**src/rtl/atm_pkg.sv**
```systemverilog
// Shared definitions for the ATM account store: session states, default widths
// and the factory account table (PINs and opening balances).
package atm_pkg;

  localparam int BALANCE_WIDTH_DEF = 20;
  localparam int PIN_WIDTH_DEF     = 16;
  localparam int MAX_ACCOUNTS      = 8;
  localparam int TRY_CNT_W         = 2;

  typedef enum logic [2:0] {
    ST_IDLE     = 3'd0,
    ST_SELECT   = 3'd1,
    ST_WAIT_PIN = 3'd2,
    ST_CHECK    = 3'd3,
    ST_AUTH     = 3'd4
  } acct_state_e;

  localparam logic [PIN_WIDTH_DEF-1:0] INIT_PIN [MAX_ACCOUNTS] = '{
    16'h1111, 16'h2222, 16'h2468, 16'h3333,
    16'h4444, 16'h5555, 16'h6666, 16'h7777
  };

  localparam logic [BALANCE_WIDTH_DEF-1:0] INIT_BALANCE [MAX_ACCOUNTS] = '{
    20'd1000,  20'd2500, 20'd5000, 20'd750,
    20'd12000, 20'd300,  20'd0,    20'd999999
  };

endpackage

```
**src/rtl/pin_try_counter.sv**
```systemverilog
// Saturating count of consecutive wrong PINs for the account in session.
module pin_try_counter
  import atm_pkg::*;
#(
  parameter int MAX_TRIES = 3
) (
  input  logic clk,
  input  logic rst,
  input  logic clr_i,
  input  logic inc_i,
  output logic limit_reached_o,
  output logic last_try_o
);

  logic [TRY_CNT_W-1:0] cnt_q, cnt_d;

  always_comb begin
    cnt_d = cnt_q;
    if (clr_i) begin
      cnt_d = '0;
    end else if (inc_i && (cnt_q < TRY_CNT_W'(MAX_TRIES))) begin
      cnt_d = cnt_q + 1'b1;
    end
  end

  always_ff @(posedge clk or posedge rst) begin
    if (rst) begin
      cnt_q <= '0;
    end else begin
      cnt_q <= cnt_d;
    end
  end

  assign limit_reached_o = (cnt_q >= TRY_CNT_W'(MAX_TRIES));
  // One more miss from here locks the account.
  assign last_try_o      = (cnt_q == TRY_CNT_W'(MAX_TRIES - 1));

endmodule

```
**src/rtl/atm_account_store.sv**
```systemverilog
// Account table and PIN authentication in front of the ATM control FSM.
// All inputs are one-cycle pulses except card_out (level); all outputs are registered.
module atm_account_store
  import atm_pkg::*;
#(
  parameter int balance_width = BALANCE_WIDTH_DEF,
  parameter int NUM_ACCOUNTS  = 8,
  parameter int ID_WIDTH      = 3,
  parameter int PIN_WIDTH     = PIN_WIDTH_DEF,
  parameter int MAX_TRIES     = 3
) (
  input  logic                     clk,
  input  logic                     rst,
  input  logic                     card_in,
  input  logic [ID_WIDTH-1:0]      card_id,
  input  logic                     pin_valid,
  input  logic [PIN_WIDTH-1:0]     pin,
  input  logic                     commit,
  input  logic [balance_width-1:0] balance_in,
  input  logic                     card_out,
  output logic [balance_width-1:0] current_balance,
  output logic                     wrong_psw,
  output logic                     pin_ok,
  output logic                     invalid_card,
  output logic                     locked,
  output logic                     session_active,
  output acct_state_e              state_dbg_o
);

  acct_state_e               state_q, state_d;
  logic [ID_WIDTH-1:0]       id_q, id_d;
  logic [PIN_WIDTH-1:0]      pin_q, pin_d;
  logic [balance_width-1:0]  cur_bal_q, cur_bal_d;
  logic                      pin_ok_q, pin_ok_d;
  logic                      wrong_q, wrong_d;
  logic                      inv_q, inv_d;
  logic                      locked_q, locked_d;
  logic                      session_q, session_d;

  logic [balance_width-1:0]  bal_q [NUM_ACCOUNTS];
  logic [NUM_ACCOUNTS-1:0]   lock_q;

  logic                      bal_we, lock_set;
  logic                      try_clr, try_inc;
  logic                      try_limit, try_last;
  logic                      id_ok;
  logic [PIN_WIDTH-1:0]      exp_pin;

  assign id_ok   = (32'(id_q) < NUM_ACCOUNTS);
  assign exp_pin = PIN_WIDTH'(INIT_PIN[id_q]);

  pin_try_counter #(.MAX_TRIES(MAX_TRIES)) u_tries (
    .clk             (clk),
    .rst             (rst),
    .clr_i           (try_clr),
    .inc_i           (try_inc),
    .limit_reached_o (try_limit),
    .last_try_o      (try_last)
  );

  always_comb begin
    state_d   = state_q;
    id_d      = id_q;
    pin_d     = pin_q;
    cur_bal_d = cur_bal_q;
    pin_ok_d  = pin_ok_q;
    wrong_d   = 1'b0;
    inv_d     = 1'b0;
    locked_d  = 1'b0;
    bal_we    = 1'b0;
    lock_set  = 1'b0;
    try_clr   = 1'b0;
    try_inc   = 1'b0;

    unique case (state_q)
      ST_IDLE: begin
        if (card_in) begin
          id_d    = card_id;
          state_d = ST_SELECT;
        end
      end
      ST_SELECT: begin
        if (!id_ok || lock_q[id_q]) begin
          inv_d   = 1'b1;
          state_d = ST_IDLE;
        end else begin
          cur_bal_d = bal_q[id_q];
          try_clr   = 1'b1;
          state_d   = ST_WAIT_PIN;
        end
      end
      ST_WAIT_PIN: begin
        if (pin_valid) begin
          pin_d   = pin;
          state_d = ST_CHECK;
        end
      end
      ST_CHECK: begin
        if (pin_q == exp_pin) begin
          pin_ok_d = 1'b1;
          try_clr  = 1'b1;
          state_d  = ST_AUTH;
        end else begin
          wrong_d = 1'b1;
          try_inc = 1'b1;
          if (try_last || try_limit) begin
            lock_set  = 1'b1;
            locked_d  = 1'b1;
            cur_bal_d = '0;
            state_d   = ST_IDLE;
          end else begin
            state_d = ST_WAIT_PIN;
          end
        end
      end
      ST_AUTH: begin
        if (commit) begin
          bal_we    = 1'b1;
          cur_bal_d = balance_in;
        end
      end
      default: state_d = ST_IDLE;
    endcase

    // Eject wins over everything except a commit landing in the same cycle.
    if (card_out && (state_q != ST_IDLE)) begin
      state_d   = ST_IDLE;
      pin_ok_d  = 1'b0;
      cur_bal_d = '0;
      wrong_d   = 1'b0;
      inv_d     = 1'b0;
      locked_d  = 1'b0;
      lock_set  = 1'b0;
      try_inc   = 1'b0;
    end

    session_d = (state_d != ST_IDLE);
  end

  always_ff @(posedge clk or posedge rst) begin
    if (rst) begin
      state_q   <= ST_IDLE;
      id_q      <= '0;
      pin_q     <= '0;
      cur_bal_q <= '0;
      pin_ok_q  <= 1'b0;
      wrong_q   <= 1'b0;
      inv_q     <= 1'b0;
      locked_q  <= 1'b0;
      session_q <= 1'b0;
    end else begin
      state_q   <= state_d;
      id_q      <= id_d;
      pin_q     <= pin_d;
      cur_bal_q <= cur_bal_d;
      pin_ok_q  <= pin_ok_d;
      wrong_q   <= wrong_d;
      inv_q     <= inv_d;
      locked_q  <= locked_d;
      session_q <= session_d;
    end
  end

  // Reset is a power-on event: committed balances revert, locks clear.
  always_ff @(posedge clk or posedge rst) begin
    if (rst) begin
      for (int i = 0; i < NUM_ACCOUNTS; i++) begin
        bal_q[i] <= balance_width'(INIT_BALANCE[i]);
      end
      lock_q <= '0;
    end else begin
      if (bal_we) begin
        bal_q[id_q] <= balance_in;
      end
      if (lock_set) begin
        lock_q[id_q] <= 1'b1;
      end
    end
  end

  assign current_balance = cur_bal_q;
  assign wrong_psw       = wrong_q;
  assign pin_ok          = pin_ok_q;
  assign invalid_card    = inv_q;
  assign locked          = locked_q;
  assign session_active  = session_q;
  assign state_dbg_o     = state_q;

endmodule

```
**config.mk**
```make
export PLATFORM = sky130hd
export DESIGN_NAME = atm_account_store
export DESIGN_NICKNAME = d
export VERILOG_FILES = /design/src/rtl/atm_pkg.sv /design/src/rtl/pin_try_counter.sv /design/src/rtl/atm_account_store.sv
export SDC_FILE = /design/constraint.sdc
export NUM_CORES = 1
export LEC_CHECK = 0
export ABC_AREA = 1
export BUFFER_PORTS_ARGS = -buffer_cell sky130_fd_sc_hd__buf_2
export CORE_MARGIN = 5
export CORE_UTILIZATION = 50
export DETAILED_ROUTE_END_ITERATION = 6
export MAX_ROUTING_LAYER = met4
export PLACE_DENSITY = 0.71
export SLEW_MARGIN = 20
export SYNTH_ARGS = -nofsm -noshare
export SYNTH_HDL_FRONTEND = slang
export SYNTH_SLANG_ARGS = --single-unit
```
**constraint.sdc**
```tcl
create_clock -name clk -period 6.75 [get_ports clk]
set_input_delay 0.675 -clock clk [delete_from_list [all_inputs] [get_ports clk]]
set_output_delay 0.675 -clock clk [all_outputs]
set_load 0.01 [all_outputs]
```
### After elaboration in Yosys (flattened, before gate mapping)

Memories as Yosys holds them, arrays and structs flattened.
Cells that the tools add are included.
W data, S select, Z words.

* bits in registers: 217
* ROM bits: 128
* bits of input ports: 45
* output and inout port bits: 28
* word-level logic and storage cells: 100
* memories: 1

* add/sub/neg operators: 1
* order comparisons: 6
* equal/unequal tests: 10
* muxes and demuxes: 45
* bitwise gates (word level): 2
* reduce and logical (&&, ||, !) cells: 16

Memories
* (no name shown): depth 8, width 16, rd ports 1, clocked after memory_dff 0, write ports 0, RTL line atm_account_store.sv:50 `assign exp_pin = PIN_WIDTH'(INIT_PIN[id_q]);`

Operators by type and width (count)
* $bwmux W160: 1
* $mux W20: 8
* $bmux W20 S3: 1
* $demux W20 S3: 1
* $pmux W20 S3: 1
* $mux W16: 2
* $mux W1: 19
* $eq A16 B16 Y1: 1
* $pmux W3 S5: 1
* $mux W3: 4
* $ne A3 B3 Y1 const B: 4
* $mux W2: 4
* $or A8 B8 Y8: 1
* $eq A3 B2 Y1 const B: 2
* $reduce_and A2 Y1: 3
* $reduce_bool A2 Y1: 3
* $reduce_bool A3 Y1: 2
* $reduce_and A5 Y1: 1
* $ge A4 B4 Y1 const B: 1
* $logic_and A1 B1 Y1: 4
* $lt A3 B4 Y1 const B: 1
* $lt A4 B1 Y1 const B: 1
* $not A3 Y4: 1
* $reduce_bool A4 Y1: 1
* other kinds (12): 12

### Longest topological paths before layout

Gate-level depths: netlist (run 1).

* depth in word-level cells: 11
* gate-level depth with buffers: 16
* mapped depth without buffers: 15

### By module

From an unflattened synthesis (run 1), not the netlist that was laid out.

* cells, all modules: 1109
* area total of the unflattened synthesis: 10191.0 µm²

By module, submodules not included
* atm_account_store: times used 1, cells an instance 1091, area an instance 10055.9 µm², seq. area each 5437.7 µm²
* pin_try_counter: times used 1, cells an instance 18, area an instance 135.1 µm², seq. area each 50.0 µm²

### Least setup slack after synthesis (run 1)

Ideal clock, no wire load.

* path kind: flip-flop to flip-flop
* from: register id_q[0]
* to: register cur_bal_q[6], in the netlist current_balance[6]
* setup time: 117 ps
* arrival time: 1740 ps
* data required time: 6633 ps
* setup slack: 4893 ps
* cell stages (with the launch flop): 16
* path buffers: 1
* clock period less this slack: 1857 ps
* cell sequence: dfrtp_1 inv_2 ha_1 nand2_1 nand2_1 nand2_1 nand2_1 inv_1 nand2_1 nor2_1 nand3_1 nand2_1 nand2_1 buf_2 nand3_1 nand2_1

* longest elaborated chain between the ends: 7
* elaborated cells between the ends (all ways): 16
* classes of those cells: 3 x eq/ne; 10 x mux; 1 x bitwise; 1 x reduce/logical; 1 x memory

Ends and longest elaborated chain
* start: declaration: RTL line atm_account_store.sv:31 `logic [ID_WIDTH-1:0] id_q, id_d;`
* start signal: assignment: RTL line atm_account_store.sv:153 `id_q <= id_d;`
* $not A3 Y4 (not written as such): RTL line atm_account_store.sv:50, atm_account_store.sv:87
* $mem_v2 Z8 W16 or $bmux W20 S3 (tied branches)
* $mux W16 (not written as such) or $mux W20 (tied branches) (2 in series): RTL line atm_account_store.sv:50, atm_account_store.sv:87
* $eq A16 B16 Y1 or $mux W20 (tied branches): RTL line atm_account_store.sv:99, atm_account_store.sv:83
* $ne A3 B3 Y1 (no source line) or $pmux W20 S3 (tied branches)
* $reduce_and A5 Y1 (no source line) or $mux W20 (tied branches)
* end signal: assignment: RTL line atm_account_store.sv:155 `cur_bal_q <= cur_bal_d;`
* end: declaration: RTL line atm_account_store.sv:33 `logic [balance_width-1:0] cur_bal_q, cur_bal_d;`

Several ways; a longest one is shown, not always the timed one. The select of a mux whose other input is x is not followed.
A chain may end at the register's enable or synchronous reset.

### Worst setup path in the final report (run 1)

* from: register id_q[0]
* to: register cur_bal_q[19], in the netlist current_balance[19]

The elaborated chain is that of the path after synthesis.

==> flow_summary_export.csv, run 1 <==
group,metric,value,unit
outcome,status,"finished, final reports clean",
pwr,peakVddDrop,0.177,mV
cells_and_area,areaGrowthSynthToFinish,11.6,%
clocking,post_cts_resized,0,
die,dieArea,0.0236,mm^2
sta,maxSlewViolCount,0,
drt,vias,7660,
pwr,p_comb_frac,0.317,
cells_and_area,fillers,1765,
clocking,ctsHoldBuffers,0,
grt,grt_pass1_vias,7411,
sta,setup_viol_count_final,0,
drt,via_per_inst,5.34,
sta,finalHoldViolCount,0,
clocking,cts_max_level,1,
synth,synth_compound_area_frac,0.124,
cells_and_area,drive_above_1_share,0.236,
die,rows,52,
critical_path,crit_path_end_kind,"register",
drt,finalWirelength,24.9,mm
synth,yosysMostFrequentCell,"nand2_1",
synth,synth_top_family_by_area,"simple AND/OR/NAND/NOR gates",
pwr,clkPwrFrac,0.296,
synth,ys_async_sr_fraction,1.00,
critical_path,crit_type,"reg2reg",
pwr,seqPwrFrac,0.386,
critical_path,cp.required,7170,ps
synth,synth-adder-area-share,0.00486,
synth,netlist.area_leader.share,0.416,
synth,seq_area_frac_synth,0.533,
synth,avgSynthCellArea,9.21,um^2
sta,setup_ws,3320,ps
clocking,cts.sinks,217,
synth,ys_ff_latch,217,
grt,overflow,0,
critical_path,worstSetupStartpointType,"register",
sta,tightest_slew,1140,ps
grt,grt_pass1_wl,40.5,mm
placed_design,pre_cts_ws,3400,ps
synth,yosys.area_share.simple,0.153,
drt,wl_per_cell,17.4,um
die,io_pins,73,
critical_path,cp_max_fo,81,
cells_and_area,layout.nets,1192,
synth,yosys-top-cells-area,"dfrtp_1 42%, dfstp_2 12%, nand2_1 10%, mux2_2 9.3%, o211ai_1 4.5%",
pwr,leakagePower,5.66,nW
clocking,clock_latency,510,ps
grt,grt_max_degree,142,
synth,synth_edf_count,0,
clocking,cts_setup_buffers,0,
die,design.core.area,0.0202,mm^2
drt,antenna_left,0,
pwr,p_int,2.61,mW
drt,drc,0,
drt,firstDrtPassIters,5,
clocking,cts_root_buffer,"clkbuf_16",
placed_design,gp_congestion,0.870,
clocking,cts_buffer_depth,3,
hold_path,hold_path_class,"in2async",
die,die_x,153,um
sta,maxSlewHeadroom,0.241,
synth,synthTopCellsByCount,"274 x nand2_1, 171 x dfrtp_1, 113 x inv_1",
clocking,cts_tree,"done",
synth,yosys_warnings,0,
sta,fin_crit,3430,ps
sta,finClkSkew,18.4,ps
synth,synth_xor_area_frac,0,
synth,yosys.area.top_type,"dfrtp_1",
synth,syn_nets,1167,
die,die_h,153,um
critical_path,reg2reg_slack,3320,ps
flow_run,drv_cap,0,
clocking,clk_pin_slew_worst_paths,60,ps
synth,netlist_instances,1118,
placed_design,port_buffers,72,
die,start_util,0.509,
synth,synth_area,0.0103,mm^2
synth,synth_cell_types,32,
pwr,swShare,0.374,
sta,fmax,292,MHz
grt,grt_usage,0.219,
synth,synthMuxAreaShare,0.101,
sta,finalCritPeriodShare,0.508,
grt,antenna_found_initial,6,
synth,synth_ff_type,"dfrtp_1",
pwr,power_density,363,mW/mm^2
drt,drt-initial-drc-count,699,
clocking,cts_buffers,23,
sta,tns,0,ps
sta,rsz0062_at_grt,"no",
placed_design,dp_hpwl,15.5,mm
pwr,p_switching,1.56,mW
critical_path,critPathArrivalTime,3850,ps
-- worst paths after layout --
path | startpoint | end | cells past startpoint
worst min register to register | lock_q[0]$_DFFE_PP0P_ | lock_q[0]$_DFFE_PP0P_ | 2
max in group asynchronous | rst | bal_q[150]$_DFFE_PP0P_ | 3
worst max-delay path | id_q[0]$_DFFE_PP0P_ | current_balance[19]$_DFFE_PP0P_ | 15
worst min-delay path | rst | pin_q[7]$_DFFE_PP0P_ | 2
worst max register to register | id_q[0]$_DFFE_PP0P_ | current_balance[19]$_DFFE_PP0P_ | 15
min in group clk | pin[11] | pin_q[11]$_DFFE_PP0P_ | 2
-- sequential cells by signal (all words and copies together), names as in the netlist, 2 cells and up --
signal and flops:
bal_q 160, current_balance 20, id_q 3, lock_q 8, pin_q 16, state_dbg_o 3
u_tries.cnt_q 2
-- logic make-up (layout without fill, tap and decap cells) --
group,Yosys count,after routing
AO/OA/AOI/OAI,223,223
adder cells (fa/ha/maj),4,4
buffers and inverters,204,245
flip-flops,217,217
multiplexers,92,92
other,0,6
AND/OR/NAND/NOR,378,378
-- per-stage QoR --
stage	instance area, um^2	total power, mW	cells	hold WS, ps	util
finish	11500	4.17	1435	377	0.568
global route	11500	4.44	1435	396	0.568
CTS	11500	4.20	1429	386	0.567
detailed placement	10700	2.95	1388	439	0.530
global placement	10700	2.93	1388	432	0.530
floorplan	10300	2.55	1118	419	-
-- power by group through the flow --
stage | clock network (mW) | registers (mW) | logic [mW]
CTS | 1.26 | 1.61 | 1.32
global route | 1.32 | 1.63 | 1.49
detailed placement | 0 | 1.63 | 1.32
global placement | 0 | 1.63 | 1.30
floorplan | 0 | 1.56 | 0.992
finish | 1.24 | 1.61 | 1.32
-- critical path: stages (launching register included) --
cell	delay (ps)
dfrtp_4	910
inv_2	280
ha_1	360
nand2_1	110
nand2_1	80
nand2_1	60
nand2_1	40
inv_1	40
nand2_1	40
nor2_1	130
nand3_1	140
nand2_1	90
nand2_1	380
nand2_2	470
nand2_1	110
nand2_1	90
-- per-layer routing --
layer | GRT usage | wire length (um) | vias to the layer above | part of all wire
li1 | - | - | 3736 | -
met1 | 0.307 | 11400 | 3624 | 0.46
met2 | 0.324 | 10900 | 255 | 0.44
met3 | 0.0469 | 1960 | 45 | 0.079
met4 | 0.0614 | 703 | 0 | 0.028
met5 | - | 0 | - | 0
-- area by class of cell --
cell class              instances  area [um^2]  area share
diodes                          6         15.0     0.00131
clock buffers                  38          702      0.0611
clock inverters                 3         42.5     0.00370
inverters                     118          450      0.0392
multi-input cells             697         3990       0.347
flip-flops and latches        217         5490       0.478
well taps                     270          338      0.0294
repair buffers                 86          465      0.0405
-- cell usage in the layout, fill, tap and decap left out, drive strengths merged --
| cell type | Yosys | final |
|---|---|---|
| a21oi | 51 | 51 |
| nand3b | 1 | 1 |
| nor3 | 10 | 10 |
| mux2 | 92 | 92 |
| dfrtp | 171 | 171 |
| o31ai | 2 | 2 |
| o21ai | 106 | 106 |
| a21o | 2 | 2 |
| nor2 | 30 | 30 |
| o211ai | 62 | 62 |
| inv | 117 | 117 |
| and2 | 1 | 1 |
| clkinv | 1 | 2 |
| dfstp | 46 | 46 |
| nand3 | 37 | 37 |
| diode | 0 | 6 |
| ha | 4 | 4 |
| clkinvlp | 0 | 1 |
| nand2 | 279 | 279 |
| bufinv | 0 | 1 |
| nand4 | 20 | 20 |
| buf | 44 | 86 |
| clkbuf | 42 | 38 |
No activity file was read; power rests on OpenSTA's default activity.
==> run 2, diff against run 1 <==
clock period = 2.8 ns   (was 6.75 ns; I/O delays follow)
==> run 2 against run 1 <==
  * Clock skew shrank 10 ps
  * Final area grew 2.5%
  * Register-to-register slack lost 2900 ps
  * Critical endpoint is now current_balance[16]$_DFFE_PP0P_
  * Worst setup slack lost 2900 ps
==> flow_summary_export.csv, run 2 (synthesis results as in run 1) <==
group,metric,value,unit
sta,tns,0,ps
drt,antenna_left,0,
cells_and_area,final_cell_mix,"274 x nand2_1, 170 x dfrtp_1, 112 x inv_1, 92 x o21ai_0, 85 x mux2_2",
pwr,seqPwrFrac,0.367,
drt,dr_wl_met3,1.55,mm
critical_path,worst_path_dominant_cell_family,"simple AND/OR/NAND/NOR gates",
cells_and_area,final_common_cell,"nand2_1",
critical_path,worstReg2RegStart,"id_q[0]$_DFFE_PP0P_",
cells_and_area,areaGrowthSynthToFinish,14.5,%
hold_path,hold_path_class,"in2reg",
pwr,fin_total_pwr,10.2,mW
grt,grt_pass1_wl,40.9,mm
pwr,leakagePower,5.81,nW
die,design.core.area,0.0202,mm^2
clocking,cts_buffers,24,
grt,grt_max_degree,123,
sta,fmax,425,MHz
placed_design,dp_hpwl,15.6,mm
sta,fin_crit,2350,ps
cells_and_area,regMostFlops,"bal_q",
sta,finClkSkew,8.34,ps
clocking,clk_pin_slew_worst_paths,60,ps
clocking,cts_buffer_depth,3,
pwr,clkPwrFrac,0.302,
critical_path,critPathArrivalTime,2800,ps
cells_and_area,multi_input_area,0.00399,mm^2
critical_path,crit_type,"reg2reg",
flow_run,drv_cap,0,
hold_path,min_from,"pin[7]",
pwr,swShare,0.370,
drt,drt-initial-drc-count,679,
critical_path,slowest_delay,540,ps
cells_and_area,fin_cells,1466,
cells_and_area,drive_above_1_share,0.247,
drt,wl_per_cell,17.0,um
critical_path,worstSetupStartpointType,"register",
drt,via_per_inst,5.32,
die,die_x,153,um
outcome,status,"finished, final reports clean",
cells_and_area,layout.nets,1218,
critical_path,r2r_end,"current_balance[16]$_DFFE_PP0P_",
critical_path,cp_max_fo,20,
sta,maxSlewHeadroom,0.482,
clocking,cts_tree,"done",
placed_design,place_area,0.0109,mm^2
placed_design,place_inst,1403,
sta,maxSlewViolCount,0,
die,die_h,153,um
clocking,cts_root_buffer,"clkbuf_16",
die,rows,52,
sta,finalHoldViolCount,0,
clocking,cts.sinks,217,
clocking,clock_latency,510,ps
pwr,power_density,865,mW/mm^2
sta,setup_viol_count_final,0,
drt,finalWirelength,24.9,mm
drt,wl_met1,11.7,mm
critical_path,reg2reg_slack,450,ps
pwr,p_comb_frac,0.331,
placed_design,port_buffers,72,
cells_and_area,final-seq-area,0.00549,mm^2
critical_path,crit_path_frequent_cell,"nand2_1",
critical_path,rr_worst_depth,15,
die,start_util,0.509,
cells_and_area,largest_reg_flops,160,
pwr,p_switching,3.77,mW
critical_path,slowest_stage,"dfrtp_4",
drt,drc,0,
die,dieArea,0.0236,mm^2
hold_path,worstHoldPathCells,2,
cells_and_area,design_area,0.0118,mm^2
clocking,cts_setup_buffers,0,
critical_path,worstPathCellList,"inv_2, ha_1, nand2_1, nand2_1, nand2_1, nand2_1, inv_1, nand2_1, nor2_1, nand3_1, nand2_1, nand2_1, nand2_2, nand2_1, nand2_1",
drt,dr_wl_met2,11.1,mm
placed_design,gp_congestion,0.865,
drt,firstDrtPassIters,5,
critical_path,crit_path_end_kind,"register",
critical_path,path_buf_inv,2,
hold_path,holdPathEnd,"pin_q[7]$_DFFE_PP0P_",
pwr,peakVddDrop,0.484,mV
die,io_pins,73,
pwr,p_int,6.42,mW
grt,grt_pass1_vias,7502,
grt,grt_usage,0.218,
drt,top_layer,"met4",
sta,tightest_slew,776,ps
clocking,cts_max_level,1,
sta,finalCritPeriodShare,0.840,
grt,overflow,0,
cells_and_area,fillers,1768,
grt,antenna_found_initial,5,
sta,rsz0062_at_grt,"no",
critical_path,cp.required,3250,ps
drt,vias,7797,
-- run 2: cell count changes in the layout (fill, tap and decap cells not counted), sizes merged --
cell         change
dlygate4sd3     +10
clkinv           +3
clkinvlp         +1
diode            +3
buf             +15
bufinv           -1
-- run 2: cell type report --
class,instances,share of cell area
Sequential cell,217,0.466
Multi-Input combinational cell,697,0.338
Clock buffer,38,0.0632
Timing Repair Buffer,111,0.0607
Inverter,118,0.0379
Tap cell,270,0.0287
Clock inverter,6,0.00329
Antenna cell,9,0.00191
-- run 2: worst max-delay path by stage --
stage	cells after the start	to	startpoint	slack (ps)
global placement	15	current_balance[3]$_DFFE_PP0P_	id_q[0]$_DFFE_PP0P_	530
finish	15	current_balance[16]$_DFFE_PP0P_	id_q[0]$_DFFE_PP0P_	450
global route	15	current_balance[18]$_DFFE_PP0P_	id_q[0]$_DFFE_PP0P_	130
detailed placement	15	current_balance[8]$_DFFE_PP0P_	id_q[0]$_DFFE_PP0P_	440
CTS	15	current_balance[6]$_DFFE_PP0P_	id_q[0]$_DFFE_PP0P_	430
floorplan	1	bal_q[100]$_DFFE_PP0P_	rst	-270
-- run 2: per-layer routing --
layer  vias up  GRT usage
li1       3784          -
met1      3782      0.319
met2       194      0.316
met3        37     0.0427
met4         0     0.0492
met5         -          -
-- run 2: per-stage QoR --
stage	setup slack [ps]	hold WS, ps	utilization
2_1_floorplan	-269	419	-
3_3_place_gp	529	436	0.538
3_5_place_dp	442	445	0.538
4_1_cts	435	3.01	0.581
5_1_grt	132	8.79	0.582
6_report	449	11.9	0.582
-- run 2: power groups by stage --
stage | sequential [mW] | clock, mW | combinational (mW)
2_1_floorplan | 3.76 | 0 | 2.39
3_3_place_gp | 3.79 | 0 | 3.31
3_5_place_dp | 3.79 | 0 | 3.35
4_1_cts | 3.74 | 3.14 | 3.38
5_1_grt | 3.79 | 3.29 | 3.80
6_report | 3.74 | 3.07 | 3.38
-- run 2: timing repair --
action / 4_1_cts / 5_1_grt
hold buffers: 10 / 0
resized for setup: 0 / 0
endpoints found under the hold margin: 101 / 0
